<file path="config.mk">
export PLATFORM = sky130hd
export DESIGN_NAME = span_fill
export DESIGN_NICKNAME = d
export VERILOG_FILES = /design/src/rtl/span_fill_pkg.sv /design/src/rtl/span_clip.sv /design/src/rtl/span_fill.sv
export SDC_FILE = /design/constraint.sdc
export NUM_CORES = 1
export LEC_CHECK = 0
export ABC_CLOCK_PERIOD_IN_PS = 5100
export BUFFER_PORTS_ARGS = -buffer_cell sky130_fd_sc_hd__buf_2
export CAP_MARGIN = 10
export CORE_MARGIN = 2
export CORE_UTILIZATION = 62
export CTS_BUF_LIST = sky130_fd_sc_hd__clkbuf_2 sky130_fd_sc_hd__clkbuf_4 sky130_fd_sc_hd__clkbuf_8
export CTS_CLUSTER_DIAMETER = 40
export DETAILED_ROUTE_END_ITERATION = 12
export PLACE_DENSITY_LB_ADDON = 0.15
export SLEW_MARGIN = 20
export SYNTH_ARGS = -nofsm -noshare
export SYNTH_HDL_FRONTEND = slang
export SYNTH_SLANG_ARGS = --single-unit
</file>
<file path="constraint.sdc">
create_clock -name clk -period 5.1 [get_ports clk]
set_input_delay 0.51 -clock clk [delete_from_list [all_inputs] [get_ports clk]]
set_output_delay 0.51 -clock clk [all_outputs]
set_load 0.01 [all_outputs]
</file>
<file path="src/rtl/span_fill_pkg.sv">
// span_fill_pkg: shared definitions for the span filler and the boundary generator.
//   - framebuffer geometry and address/colour width defaults
//   - span_fill FSM state encoding (3-bit)
//   - {y,x} boundary word layout: y in [31:16], x in [15:0], both signed 16-bit
package span_fill_pkg;

    localparam int FB_W_DEF   = 320;
    localparam int FB_H_DEF   = 240;
    localparam int ADDR_W_DEF = 17;
    localparam int COL_W_DEF  = 8;

    typedef enum logic [2:0] {
        S_IDLE  = 3'd0,
        S_GETL  = 3'd1,
        S_WAITR = 3'd2,
        S_GETR  = 3'd3,
        S_CHECK = 3'd4,
        S_FILL  = 3'd5
    } state_t;

    typedef struct packed {
        logic signed [15:0] y;
        logic signed [15:0] x;
    } bword_t;

endpackage

</file>
<file path="src/rtl/span_clip.sv">
// span_clip: combinational range check and horizontal clip of one boundary pair.
//   yl, xl, yr, xr : signed 16-bit left/right boundary coordinates
//   drop           : pair produces no pixels
//   err_pair       : left and right words disagree on the row
//   cx, ex         : first/last pixel column after clipping (valid when !drop)
module span_clip #(
    parameter int FB_W = 320,
    parameter int FB_H = 240
) (
    input  logic signed [15:0] yl,
    input  logic signed [15:0] xl,
    input  logic signed [15:0] yr,
    input  logic signed [15:0] xr,
    output logic               drop,
    output logic               err_pair,
    output logic signed [15:0] cx,
    output logic signed [15:0] ex
);
    localparam logic signed [15:0] W    = 16'(FB_W);
    localparam logic signed [15:0] H    = 16'(FB_H);
    localparam logic signed [15:0] XMAX = 16'(FB_W - 1);

    always_comb begin
        err_pair = (yl != yr);
        // Span entirely off-screen, off-row, or inverted
        drop     = err_pair || (yl < 0) || (yl >= H) || (xr < 0) || (xl >= W) || (xl > xr);
        cx       = (xl < 0)    ? 16'sd0 : xl;
        ex       = (xr > XMAX) ? XMAX   : xr;
    end

endmodule

</file>
<file path="src/rtl/span_fill.sv">
// span_fill: turns left/right boundary word pairs from the boundary FIFO into
// clipped, left-to-right framebuffer pixel writes of a constant colour.
//   clk, rst        : clock, async active-high reset
//   fifo_empty/rd   : FIFO status / read strobe (data arrives the cycle after fifo_rd)
//   fifo_data       : {y[31:16], x[15:0]} signed boundary word
//   color           : fill colour, captured with the left word
//   fb_we/ready     : write request / handshake (accept = fb_we && fb_ready)
//   fb_addr/data    : y*FB_W + x / pixel colour
//   busy            : low only when idle with nothing queued
//   err             : sticky row-mismatch flag
module span_fill
    import span_fill_pkg::*;
#(
    parameter int FB_W   = FB_W_DEF,
    parameter int FB_H   = FB_H_DEF,
    parameter int ADDR_W = ADDR_W_DEF,
    parameter int COL_W  = COL_W_DEF
) (
    input  logic              clk,
    input  logic              rst,
    input  logic              fifo_empty,
    output logic              fifo_rd,
    input  logic [31:0]       fifo_data,
    input  logic [COL_W-1:0]  color,
    output logic              fb_we,
    input  logic              fb_ready,
    output logic [ADDR_W-1:0] fb_addr,
    output logic [COL_W-1:0]  fb_data,
    output logic              busy,
    output logic              err
);
    state_t             state, state_nxt;
    logic               rd_c;
    logic signed [15:0] yl, xl, yr, xr, cx, ex;
    logic signed [15:0] cx_c, ex_c;
    logic               drop, err_pair;
    logic [COL_W-1:0]   col;
    logic [ADDR_W-1:0]  mul_y, row_base;
    bword_t             w;

    assign w = bword_t'(fifo_data);

    span_clip #(.FB_W(FB_W), .FB_H(FB_H)) u_clip (
        .yl(yl), .xl(xl), .yr(yr), .xr(xr),
        .drop(drop), .err_pair(err_pair), .cx(cx_c), .ex(ex_c)
    );

    // Multiplier operand is held at zero unless the pair survived the checks,
    // so a negative or out-of-range row never feeds the multiply.
    assign mul_y    = drop ? '0 : ADDR_W'($unsigned(yl));
    assign row_base = mul_y * ADDR_W'(FB_W);

    always_comb begin
        state_nxt = state;
        rd_c      = 1'b0;
        case (state)
            S_IDLE: if (!fifo_empty) begin
                rd_c      = 1'b1;
                state_nxt = S_GETL;
            end
            S_GETL, S_WAITR: begin
                if (!fifo_empty) begin
                    rd_c      = 1'b1;
                    state_nxt = S_GETR;
                end else begin
                    state_nxt = S_WAITR;
                end
            end
            S_GETR:  state_nxt = S_CHECK;
            S_CHECK: state_nxt = drop ? S_IDLE : S_FILL;
            S_FILL:  if (fb_ready && (cx == ex)) state_nxt = S_IDLE;
            default: state_nxt = S_IDLE;
        endcase
    end

    // Reset must silence the read strobe immediately, not at the next edge.
    assign fifo_rd = rd_c & ~rst;
    assign busy    = !((state == S_IDLE) && fifo_empty);

    always_ff @(posedge clk or posedge rst) begin
        if (rst) begin
            state   <= S_IDLE;
            yl      <= '0;
            xl      <= '0;
            yr      <= '0;
            xr      <= '0;
            cx      <= '0;
            ex      <= '0;
            col     <= '0;
            fb_we   <= 1'b0;
            fb_addr <= '0;
            fb_data <= '0;
            err     <= 1'b0;
        end else begin
            state <= state_nxt;
            case (state)
                S_GETL: begin
                    yl  <= w.y;
                    xl  <= w.x;
                    col <= color;
                end
                S_GETR: begin
                    yr <= w.y;
                    xr <= w.x;
                end
                S_CHECK: begin
                    if (drop) begin
                        err <= err | err_pair;
                    end else begin
                        cx      <= cx_c;
                        ex      <= ex_c;
                        fb_addr <= row_base + ADDR_W'($unsigned(cx_c));
                        fb_data <= col;
                        fb_we   <= 1'b1;
                    end
                end
                S_FILL: begin
                    if (fb_ready) begin
                        if (cx == ex) begin
                            fb_we <= 1'b0;
                        end else begin
                            cx      <= cx + 16'sd1;
                            fb_addr <= fb_addr + 1'b1;
                        end
                    end
                end
                default: ;
            endcase
        end
    end

endmodule
</file>
# After elaboration in Yosys (flattened, before gate mapping)
# Index checks and enable logic that the tools add are counted.
# word_totals
output_inout_bits,29
ff_bits,134
inputBits,44
elab_cells,79
# classes
mul,1
reduce_logical,17
n_eq_ne,13
n_mux,22
addsub,3
bitwise,4
order_cmp,7
# op_table
cell,n
two-way mux 16 bit,6
two-way mux 17 bit,3
< comparator 16 x 1 -> 1 bit (second input constant),3
case mux 17 bit (2 select lines),1
case mux 16 bit (2 select lines),1
adder 17 x 1 -> 17 bit (second input constant),1
adder 17 x 16 -> 17 bit,1
adder 16 x 2 -> 16 bit (second input constant),1
equality test 16 bit,1
>= comparator 16 x 10 -> 1 bit (second input constant),1
>= comparator 16 x 9 -> 1 bit (second input constant),1
greater-than comparator 16 x 10 -> 1 bit (second input constant),1
greater-than comparator 16 bit,1
multiplier 16 x 3 -> 11 bit (second input constant),1
!= test 16 bit,1
case mux 3 bit (5 select lines),1
!= test 2 bit (second input constant),6
two-way mux 3 bit,3
AND reduction 4 bit,2
equality test 3 x 2 -> 1 bit (second input constant),2
equality test 3 bit (second input constant),2
two-way mux 1 bit,6
AND reduction 2 bit,3
logical OR 1 bit,5
11 further kinds,13

# Logic depth before layout (Yosys ltp)
# Gate-level depths: netlist (run 1).
# logic_depth
depth_word,11
ltp_mapped,23
ltp_nobuf,23

# Hierarchy
# A second synthesis (run 1) with hierarchy kept.
# hier_totals
cells_unflattened,774
hier_area_um2,7728.7
# by_module_without_submodules
module,seq_area_each_um2,area_each_um2,cells_per_inst,n_inst
span_fill,3353.2,6860.3,648,1
span_clip,0.0,868.3,126,1

# Least setup slack after synthesis (run 1)
# Ideal clock, no wire load.
# synth_path
path_type,register to register
from,register xl[15]
to,register fb_addr[14]
path_slack_ns,0.543
period_less_slack_ns,4.557
arrival_time_ns,4.420
n_path_buf,0
stages_incl_launch_ff,22
path_cell_list,dfrtp_1 > ha_1 > nand4_1 > nor4_2 > nand2_1 > a2111oi_4 > and3_1 > ha_1 > ha_1 > a21o_1 > a21oi_1 > nor2b_1 > o21ai_0 > nor2b_1 > xnor2_1 > ha_1 > or2_2 > nor2_1 > a21oi_1 > a21oi_1 > or3_1 > a21oi_1
# synth_via
elab_chain_len,8
# synth_rtl
element,line,source
"start, declared",span_fill.sv:34,"logic signed [15:0] yl, xl, yr, xr, cx, ex;"
"start signal, assigned",span_fill.sv:99,xl <= w.x;
>= comparator 16 x 10 -> 1 bit,span_clip.sv:26,drop = err_pair || (yl < 0) || (yl >= H) || (xr < 0) || (xl >= W) || (xl > xr);
logical OR 1 bit (2 in a row),span_clip.sv:26,
two-way mux 16 bit,span_fill.sv:50,assign mul_y = drop ? '0 : ADDR_W'($unsigned(yl));
multiplier 16 x 3 -> 11 bit,span_fill.sv:51,assign row_base = mul_y * ADDR_W'(FB_W);
adder 17 x 16 -> 17 bit,span_fill.sv:112,fb_addr <= row_base + ADDR_W'($unsigned(cx_c));
two-way mux 17 bit,span_fill.sv:107,if (drop) begin
case mux 17 bit (2 select lines),span_fill.sv:96,case (state)
"end signal, assigned",span_fill.sv:112,
"end signal, assigned",span_fill.sv:123,fb_addr <= fb_addr + 1'b1;
"end, declared",span_fill.sv:27,"output logic [ADDR_W-1:0] fb_addr,"
# Several ways; a longest one is shown, not always the timed one. The select of a mux whose other input is x is not followed.
# A chain may end at the register's enable or synchronous reset.

# Worst setup path in the final report (run 1)
# layout_path
from,register xl[11]
to,register fb_addr[14]
# Same word-level chain as after synthesis.

==> impl_metrics.json, run 1 <==
{
  "outcome": "finished clean",
  "drt_iter0_drc": 449,
  "maxUsedRoutingLayer": "met4",
  "dpl.hpwl_mm": 13.2,
  "power_density_mw_per_mm2": 571,
  "hold_violations": 0,
  "min_period_ns": 4.79,
  "wl_per_cell_um": 17.8,
  "leakagePower_nw": 4.05,
  "cp-end-kind": "register",
  "muxShareOfSynthArea_pct": 11.4,
  "yosysTopAreaCell": "dfrtp_1",
  "synth-seq-area-share_pct": 43.7,
  "synthesis.area_mm2": 0.00768,
  "post-route-period-util_pct": 93.8,
  "routabilityCongestion": 0.915,
  "yosys-top-cells-area": "dfrtp_1, mux2_2, ha_1",
  "num_vias": 6197,
  "hold_class": "in2async",
  "totalWireLength_mm": 18.3,
  "rrSetupSlack_ns": 0.31,
  "setup-violations-final": 0,
  "synth_xor_area_share_pct": 5.25,
  "synthSimpleGateAreaFrac_pct": 15.4,
  "met3_length_mm": 1.08,
  "clk_latency_ns": 0.46,
  "clock_skew_ns": 0.00887,
  "r2r_end": "fb_addr[14]",
  "root_buffer": "clkbuf_8",
  "setup_tns_ns": 0,
  "dieArea_mm2": 0.0133,
  "slowest_stage": "dfrtp_2",
  "drive_above_1_share_pct": 24.9,
  "synth-edff-count": 0,
  "r2r_cells": 21,
  "met1_length_mm": 8.20,
  "slowest_delay_ns": 0.45,
  "syn_to_final_growth_pct": 13.1,
  "fillers": 917,
  "die_x_um": 115,
  "worst-setup-path-type": "reg2reg",
  "cts.clk_slew.worst_paths_ns": 0.08,
  "post-synth-top-area-fraction_pct": 43.7,
  "yosysUniqueCellTypes": 67,
  "avgSynthCellArea_um2": 9.87,
  "grt_pass1_wl_mm": 30.4,
  "die_h_um": 115,
  "ctsHoldBuffers": 0,
  "cp-start-kind": "register",
  "tightest_slew_ns": 0.971,
  "async_flop_share_pct": 100,
  "tritoncts": "yes",
  "required_ns": 5.48,
  "grt_pass1_vias": 6068,
  "worst-endpoint-arrival_ns": 5.17,
  "irDropWorstVdd_v": 0.000508,
  "fin_total_pwr_mw": 4.95,
  "maxCapViolations": 0,
  "seq_area_mm2": 0.00335,
  "pin_count": 73,
  "antenna_found_initial": 0,
  "nNetsFinal": 936,
  "relSlewSlack_pct": 35.0,
  "finalMaxSlewViolations": 0,
  "synth-seq-cells": 134,
  "grt_usage_pct": 30.1,
  "start_util_pct": 63.7,
  "dr.pass1.iters": 5,
  "grt_overflow_total": 0,
  "syn_inst": 778,
  "met2_wirelength_mm": 8.55,
  "max_freq_ghz": 0.209,
  "yosys_warnings": 0,
  "synth_compound_gate_area_share_pct": 13.6,
  "cts.htree.levels": 4,
  "diodes": 0,
  "holdWs_ns": 0.108,
  "drc_errors": 0,
  "io_buffers": 72,
  "vias_per_cell": 6.01,
  "ant_nets": 0,
  "rsz0062_at_grt": "no",
  "clockBufferDepth": 2,
  "multi_input_area_mm2": 0.00410,
  "grt_max_degree": 49,
  "clock-sinks": 134,
  "cpMostUsedCell": "ha_1",
  "numCtsBuffers": 17,
  "path_max_fanout": 5,
  "core_region_area_mm2": 0.0121,
  "cp_cell_sequence": "ha_1, nand4_1, nor4_4, nand2_2, a2111oi_4, and3_1, ha_1, ha_1, a21o_1, a21oi_2, nor2b_1, o21ai_1, nor2b_1, xnor2_1, ha_1, or2_2, nor2_1, a21oi_1, a21oi_1, or3_1, a21oi_1",
  "synth_ff_type": "dfrtp_1",
  "synthAdderAreaFrac_pct": 6.94,
  "core.rowCount": 40,
  "r2r-start": "xl[11]",
  "synth_top_family_by_area": "simple AND/OR/NAND/NOR gates"
}
-- worst max-delay path, delay by kind of cell, from the launching register on --
family                     cells  cell delay (ns)
adders and majority gates      4             1.27
DFF                            1             0.45
and+or+nand+nor                9             1.71
AOI/OAI and AO/OA              7             1.19
xor gates and xnor gates       1             0.11
-- synthesized netlist by cell type, types with 3 or more instances --
master	number
mux2i_1	5
nand4_1	13
a22oi_1	3
nor2b_1	17
a32oi_1	3
inv_1	34
and4_1	3
xor2_1	35
o31a_1	3
o22ai_1	5
a221oi_1	4
nor4_1	12
o21a_1	6
clkbuf_1	29
dfrtp_1	134
a21oi_1	54
and3_1	10
and2_1	12
xnor2_1	11
nand2_1	71
or2_2	3
mux2_2	73
o21ai_0	52
buf_2	3
nor3b_1	3
a21o_1	5
nand3_1	17
nor2_1	52
o21bai_1	3
nor3_1	12
a31oi_1	7
ha_1	41
-- repair_timing --
action	in CTS	in global routing
gates resized for setup	0	12
buffers inserted	0	1
endpoints found under the hold margin	0	0
endpoints found under the setup margin	0	4
-- final cells by class --
class | count | area share (%)
multi-input combinational | 575 | 47.3
sequential | 134 | 38.6
timing repair buffer | 88 | 5.53
clock buffer | 20 | 3.17
tap | 168 | 2.42
inverter | 34 | 1.50
clock inverter | 12 | 1.46
-- stage by stage --
stage               utilization, %  instance area (µm²)  instances  setup slack [ns]
floorplan                        -                 7680        779             0.543
CTS                           71.4                 8620       1030             0.125
global placement              68.1                 8220        998             0.321
global route                  72.0                 8680       1031           0.00348
finish                        72.0                 8680       1031             0.315
detailed placement            68.1                 8220        998             0.206
-- routing by layer --
| metal | up-vias | track usage (%) |
|---|---|---|
| met3 | 47 | 6.11 |
| met1 | 3001 | 41.7 |
| met5 | - | 0 |
| li1 | 2922 | - |
| met2 | 227 | 46.5 |
| met4 | 0 | 12.5 |
-- worst max path at each step --
stage,from,endpoint
floorplan,xl[15],fb_addr[14]
CTS,xr[15],fb_addr[14]
global placement,xr[15],fb_addr[14]
finish,xl[11],fb_addr[14]
global route,xl[11],fb_addr[14]
detailed placement,xl[13],fb_addr[16]
-- registers in the layout, indices dropped and copies added (netlist names) --
name / count
err: 1
yr: 16
fb_addr: 17
fb_data: 8
xl: 16
state: 3
cx: 16
col: 8
fb_we: 1
ex: 16
xr: 16
yl: 16
-- cell usage in the layout, fill, tap and decap left out, drive strengths merged, types with 20 or more instances in the layout --
cell      n
ha       41
mux2     73
clkbuf   20
inv      35
dfrtp   134
xor2     35
nand2    72
o21ai    54
a21oi    54
buf      88
nor2     54
-- cells by family after synthesis --
kind of cell | count (synthesis)
AO/OA/AOI/OAI | 169
XOR/XNOR | 46
adder cells (fa/ha/maj) | 42
buffers and inverters | 70
flip-flops | 134
multiplexers | 78
other | 1
AND/OR/NAND/NOR | 238
-- power by group --
group | internal (mW) | switching, mW | total (mW)
sequential | 1.49 | 0.457 | 1.95
clock | 0.470 | 0.426 | 0.896
combinational | 0.989 | 1.12 | 2.11
No activity file was read; power rests on OpenSTA's default activity.
==> run 2, diff against run 1 <==
--- a/config.mk
+++ b/config.mk
@@ -5,6 +5,7 @@
 export SDC_FILE = /design/constraint.sdc
 export NUM_CORES = 1
 export LEC_CHECK = 0
+export ABC_AREA = 1
 export ABC_CLOCK_PERIOD_IN_PS = 5100
 export BUFFER_PORTS_ARGS = -buffer_cell sky130_fd_sc_hd__buf_2
 export CAP_MARGIN = 10
==> constraint.sdc (replaced) <==
create_clock -name clk -period 5.1 [get_ports clk]
set_input_delay 0.255 -clock clk [delete_from_list [all_inputs] [get_ports clk]]
set_output_delay 0.255 -clock clk [all_outputs]
set_load 0.01 [all_outputs]
==> run 2 against run 1 <==
  * Non-clock buffer count fell by 9
  * Hold slack got worse by 0.064 ns
  * Sequential cell count stayed put
  * Sequential share of layout area is 0.18 points lower
  * Register-to-register slack improved by 0.26 ns
  * Utilization about the same
  * Global-route usage shrank 2.6 points
  * Die area is 1.1% higher
  * Clock skew rose by 0.0035 ns
  * Highest routed layer unchanged
==> impl_metrics.json, run 2 <==
{
  "outcome": "finished clean",
  "synth-edff-count": 0,
  "instances_no_fill": 1255,
  "grt_overflow_total": 0,
  "nNetsFinal": 1161,
  "clock_skew_ns": 0.0124,
  "finalMaxSlewViolations": 0,
  "multi_input_area_mm2": 0.00365,
  "seq_area_mm2": 0.00335,
  "root_buffer": "clkbuf_8",
  "vias_per_cell": 5.33,
  "cts.htree.levels": 4,
  "yosysTopAreaCell": "dfrtp_1",
  "fin_total_pwr_mw": 4.76,
  "irDropWorstVdd_v": 0.000304,
  "core.rowCount": 40,
  "antenna_found_initial": 0,
  "max_flop_register": "fb_addr",
  "drive_above_1_share_pct": 12.1,
  "cp_top_family": "simple AND/OR/NAND/NOR gates",
  "cts_setup_buffers": 0,
  "num_vias": 6683,
  "ctsHoldBuffers": 0,
  "totalWireLength_mm": 17.0,
  "mostFrequentLayoutCell": "nand2_1",
  "grt_usage_pct": 27.4,
  "design_area_mm2": 0.00872,
  "leakagePower_nw": 4.59,
  "start_util_pct": 64.1,
  "cts-resized-gates": 0,
  "slowest_stage": "dfrtp_1",
  "dp.cells": 1224,
  "hold_class": "in2async",
  "slowest_delay_ns": 0.53,
  "routabilityCongestion": 0.877,
  "tightest_slew_ns": 0.956,
  "syn_to_final_growth_pct": 12.2,
  "grt_pass1_wl_mm": 28.8,
  "maxCapViolations": 0,
  "ant_nets": 0,
  "fillers": 1017,
  "pin_count": 73,
  "tritoncts": "yes",
  "die_h_um": 116,
  "post-synth-top-count-cell": "nand2_1",
  "max_freq_ghz": 0.221,
  "post-synth-top-area-fraction_pct": 43.2,
  "yosysUniqueCellTypes": 43,
  "critPathBufInv": 3,
  "diodes": 0,
  "dpl.hpwl_mm": 12.2,
  "synth_ff_type": "dfrtp_1",
  "cpMostUsedCell": "nand2_1",
  "clockBufferDepth": 2,
  "place_area_mm2": 0.00829,
  "required_ns": 5.49,
  "cp-end-kind": "register",
  "hold_violations": 0,
  "dieArea_mm2": 0.0134,
  "clock-sinks": 134,
  "async_flop_share_pct": 100,
  "synth_common_cells": "nand2_1, inv_1, dfrtp_1",
  "die_x_um": 116,
  "rrSetupSlack_ns": 0.58,
  "path_max_fanout": 12,
  "avgSynthCellArea_um2": 7.71,
  "yosys_warnings": 0,
  "synth-seq-area-share_pct": 43.2,
  "cts.clk_slew.worst_paths_ns": 0.09,
  "dr.pass1.iters": 5,
  "setup_tns_ns": 0,
  "most-common-layout-cells": "nand2_1, inv_1, dfrtp_1",
  "largest_reg_flops": 17,
  "worst-setup-path-type": "reg2reg",
  "core_region_area_mm2": 0.0121,
  "grt_pass1_vias": 6178,
  "clk_latency_ns": 0.45,
  "setup-violations-final": 0,
  "numCtsBuffers": 17,
  "drt_iter0_drc": 517,
  "power_density_mw_per_mm2": 546,
  "io_buffers": 72,
  "min_period_ns": 4.52,
  "synth-seq-cells": 134,
  "relSlewSlack_pct": 36.3,
  "cp-start-kind": "register",
  "wl_per_cell_um": 13.6,
  "rsz0062_at_grt": "no",
  "worst-endpoint-arrival_ns": 4.91,
  "final_util_pct": 72.0,
  "post-route-period-util_pct": 88.7,
  "syn_inst": 1008,
  "yosys-top-cells-area": "dfrtp_1, nand2_1, inv_1",
  "synthesis.area_mm2": 0.00777,
  "grt_max_degree": 82,
  "drc_errors": 0
}
run 2: cell types whose count changed after synthesis, sizes merged, moves of 8 or more:
cell	delta
a21oi	-21
xor2	-23
nand2	+137
inv	+140
nand3	+27
nor2	+35
nor4	-10
xnor2	+18
and2	-12
o21ai	+70
and3	-8
nor2b	-17
mux2	-73
run 2: worst register-to-register path, delay by kind of cell (launching register included):
kind                     cells  cell delay, ns
flip-flops                   1            0.53
AND/OR/NAND/NOR             15            1.65
adder cells (fa/ha/maj)      3            0.95
XOR/XNOR                     1            0.16
buffers and inverters        3            0.18
AO/OA/AOI/OAI                6            0.98
run 2: path summary, 6_finish.rpt:
path / startpoint / to / cells after the start
setup / recovery: xl[15] / fb_addr[15] / 28
max in group asynchronous: rst / fb_data[7] / 3
min in group clk: color[3] / col[3] / 3
setup reg to reg: xl[15] / fb_addr[15] / 28
hold reg to reg: fb_data[0] / fb_data[0] / 2
hold / removal: rst / cx[11] / 2
run 2: layout make-up:
type | instances | share of cell area, %
Multi-Input combinational cell | 668 | 41.9
Tap cell | 168 | 2.41
Clock buffer | 17 | 2.68
Inverter | 175 | 7.56
Timing Repair Buffer | 79 | 4.74
Clock inverter | 14 | 2.28
Sequential cell | 134 | 38.5
run 2: cells by family (layout without fill, tap and decap cells):
family                     after synthesis  after routing  share of synthesized area, %
AOI/OAI and AO/OA                      201            201                          14.2
DFF                                    134            134                          43.2
buffers and inverters                  207            285                          10.1
and+or+nand+nor                        382            382                          21.0
other                                    1              2                        0.0483
xor gates and xnor gates                41             41                          4.62
adders and majority gates               42             42                          6.86
run 2: power breakdown:
group / leakage [nW] / internal (mW) / total [mW] / switching (mW)
clock network: 0.206 / 0.535 / 0.978 / 0.443
logic: 2.70 / 0.725 / 1.95 / 1.23
registers: 1.69 / 1.47 / 1.83 / 0.361
total: 4.59 / 2.73 / 4.76 / 2.03
run 2: stage by stage:
step	setup WS [ns]	hold slack, ns
4_1_cts	0.572	0.0284
6_report	0.575	0.0442
3_5_place_dp	0.705	0.473
2_1_floorplan	1.22	0.414
5_1_grt	0.0135	0.0351
3_3_place_gp	0.871	0.461
run 2: layer usage:
metal | global-route usage, % | vias to the layer above | share of wire (%)
met5 | 0 | - | 0
met4 | 11.9 | 0 | 2.2
met3 | 5.02 | 34 | 5.8
li1 | - | 3373 | -
met2 | 41.1 | 216 | 45
met1 | 39.3 | 3060 | 47
==> run 3, diff against run 2 <==
--- a/config.mk
+++ b/config.mk
@@ -19,3 +19,4 @@
 export SYNTH_ARGS = -nofsm -noshare
 export SYNTH_HDL_FRONTEND = slang
 export SYNTH_SLANG_ARGS = --single-unit
+export TNS_END_PERCENT = 30
==> constraint.sdc (replaced) <==
create_clock -name clk -period 5.1 [get_ports clk]
set_input_delay 0.51 -clock clk [delete_from_list [all_inputs] [get_ports clk]]
set_output_delay 0.51 -clock clk [all_outputs]
set_load 0.01 [all_outputs]
==> run 3 against run 2 <==
  * Clock power decreased by 3.3%
  * Sequential share of layout area about the same
  * Fmax increased by 0.43%
  * Utilization about the same
  * Clock skew decreased by 0.00064 ns
==> impl_metrics.json, run 3 (synthesis gave the netlist of run 2 again) <==
{
  "worst-endpoint-arrival_ns": 4.88,
  "dr.pass1.iters": 5,
  "num_vias": 6631,
  "maxCapViolations": 0,
  "min_period_ns": 4.51,
  "hold_violations": 0,
  "cpMostUsedCell": "nand2_1",
  "grt_max_degree": 82,
  "tritoncts": "yes",
  "ant_nets": 0,
  "io_buffers": 72,
  "pin_count": 73,
  "totalWireLength_mm": 17.1,
  "die_h_um": 116,
  "max_freq_ghz": 0.222,
  "syn_to_final_growth_pct": 12.2,
  "clock-sinks": 134,
  "most-common-layout-cells": "nand2_1, inv_1, dfrtp_1",
  "clockBufferDepth": 2,
  "drc_errors": 0,
  "relSlewSlack_pct": 45.6,
  "power_density_mw_per_mm2": 542,
  "antenna_found_initial": 0,
  "mostFrequentLayoutCell": "nand2_1",
  "path_max_fanout": 12,
  "rsz0062_at_grt": "no",
  "numCtsBuffers": 17,
  "grt_overflow_total": 0,
  "required_ns": 5.48,
  "vias_per_cell": 5.28,
  "core.rowCount": 40,
  "setup_tns_ns": 0,
  "die_x_um": 116,
  "nNetsFinal": 1162,
  "cp-start-kind": "register",
  "grt_pass1_wl_mm": 29.2,
  "largest_reg_flops": 17,
  "drt_iter0_drc": 572,
  "fin_total_pwr_mw": 4.72,
  "dieArea_mm2": 0.0134,
  "hold_class": "in2async",
  "start_util_pct": 64.1,
  "post-route-period-util_pct": 88.3,
  "slowest_stage": "dfrtp_2",
  "clk_latency_ns": 0.45,
  "finalMaxSlewViolations": 0,
  "setup-violations-final": 0,
  "outcome": "finished clean",
  "slowest_delay_ns": 0.48,
  "drive_above_1_share_pct": 12.3,
  "wl_per_cell_um": 13.6,
  "core_region_area_mm2": 0.0121,
  "grt_pass1_vias": 6327,
  "worst-setup-path-type": "reg2reg",
  "tightest_slew_ns": 0.816,
  "leakagePower_nw": 4.61,
  "dpl.hpwl_mm": 12.3,
  "clock_skew_ns": 0.0117,
  "cts.clk_slew.worst_paths_ns": 0.08,
  "root_buffer": "clkbuf_8",
  "max_flop_register": "fb_addr",
  "cp-end-kind": "register",
  "diodes": 0,
  "irDropWorstVdd_v": 0.000358,
  "grt_usage_pct": 27.7,
  "routabilityCongestion": 0.900,
  "cts.htree.levels": 4
}
==> run 3: cell count changes in the layout (fill, tap and decap cells not counted) <==
cell        before  now
clkinvlp_4       4    1
bufinv_16        4    3
clkinv_2         1    2
buf_4            7    8
clkinv_4         1    2
a221oi_1         1    0
clkbuf_8        17   18
inv_8            0    1
dfrtp_2          0    1
dfrtp_1        134  133
a221oi_2         0    1
==> run 3: final cells by class <==
type	count	area, µm²
clock buffers	18	248
clock inverters	13	171
fillers	980	3390
inverters	175	659
multi-input cells	668	3660
flip-flops and latches	134	3350
well taps	168	210
repair buffers	80	420
==> run 3: metal layers <==
layer | track usage [%] | vias up | routed length (µm)
met5 | 0 | - | 0
met4 | 8.17 | 0 | 275
met3 | 7.06 | 24 | 1070
met2 | 44.2 | 186 | 7880
met1 | 37.8 | 3057 | 7900
li1 | - | 3364 | -
==> run 3: final timing paths <==
| check | startpoint | cells after the start | end | slack (ns) |
|---|---|---|---|---|
| setup / recovery | xl[15] | 28 | fb_addr[15] | 0.59 |
| hold / removal | rst | 2 | ex[0] | 0.12 |
| max in group asynchronous | rst | 3 | xl[15] | 3.89 |
| min in group clk | color[5] | 3 | col[5] | 0.30 |
| setup reg to reg | xl[15] | 28 | fb_addr[15] | 0.59 |
| hold reg to reg | fb_data[0] | 2 | fb_data[0] | 0.48 |
==> run 3: report_power, final <==
group	internal (mW)	switching, mW
clock network	0.502	0.444
logic	0.725	1.22
registers	1.47	0.360
total	2.70	2.02
==> run 3: metrics by stage <==
| stage | instances | utilization [%] | cell area (µm²) | setup slack [ns] | hold WS [ns] |
|---|---|---|---|---|---|
| after detailed placement | 1225 | 68.5 | 8290 | 0.563 | 0.470 |
| final | 1256 | 72.0 | 8720 | 0.595 | 0.116 |
| after global routing | 1256 | 72.0 | 8720 | 0.0992 | 0.157 |
| after global placement | 1225 | 68.5 | 8290 | 0.877 | 0.461 |
| after CTS | 1256 | 71.9 | 8710 | 0.534 | 0.127 |
| after floorplan | 1009 | - | 7770 | 1.01 | 0.453 |
==> run 3: worst max-delay path: cells and delay by family, from the launching register on <==
family	cells	cell delay, ns
AOI/OAI and AO/OA	6	0.98
DFF	1	0.48
buffers and inverters	3	0.20
xor gates and xnor gates	1	0.17
and+or+nand+nor	15	1.62
adders and majority gates	3	0.97
==> run 3: timing repair <==
item	CTS	global route
setup endpoints to repair	0	1
gates resized for setup	0	2
endpoints found under the hold margin	0	0
buffers inserted	0	0
hold buffers	0	0
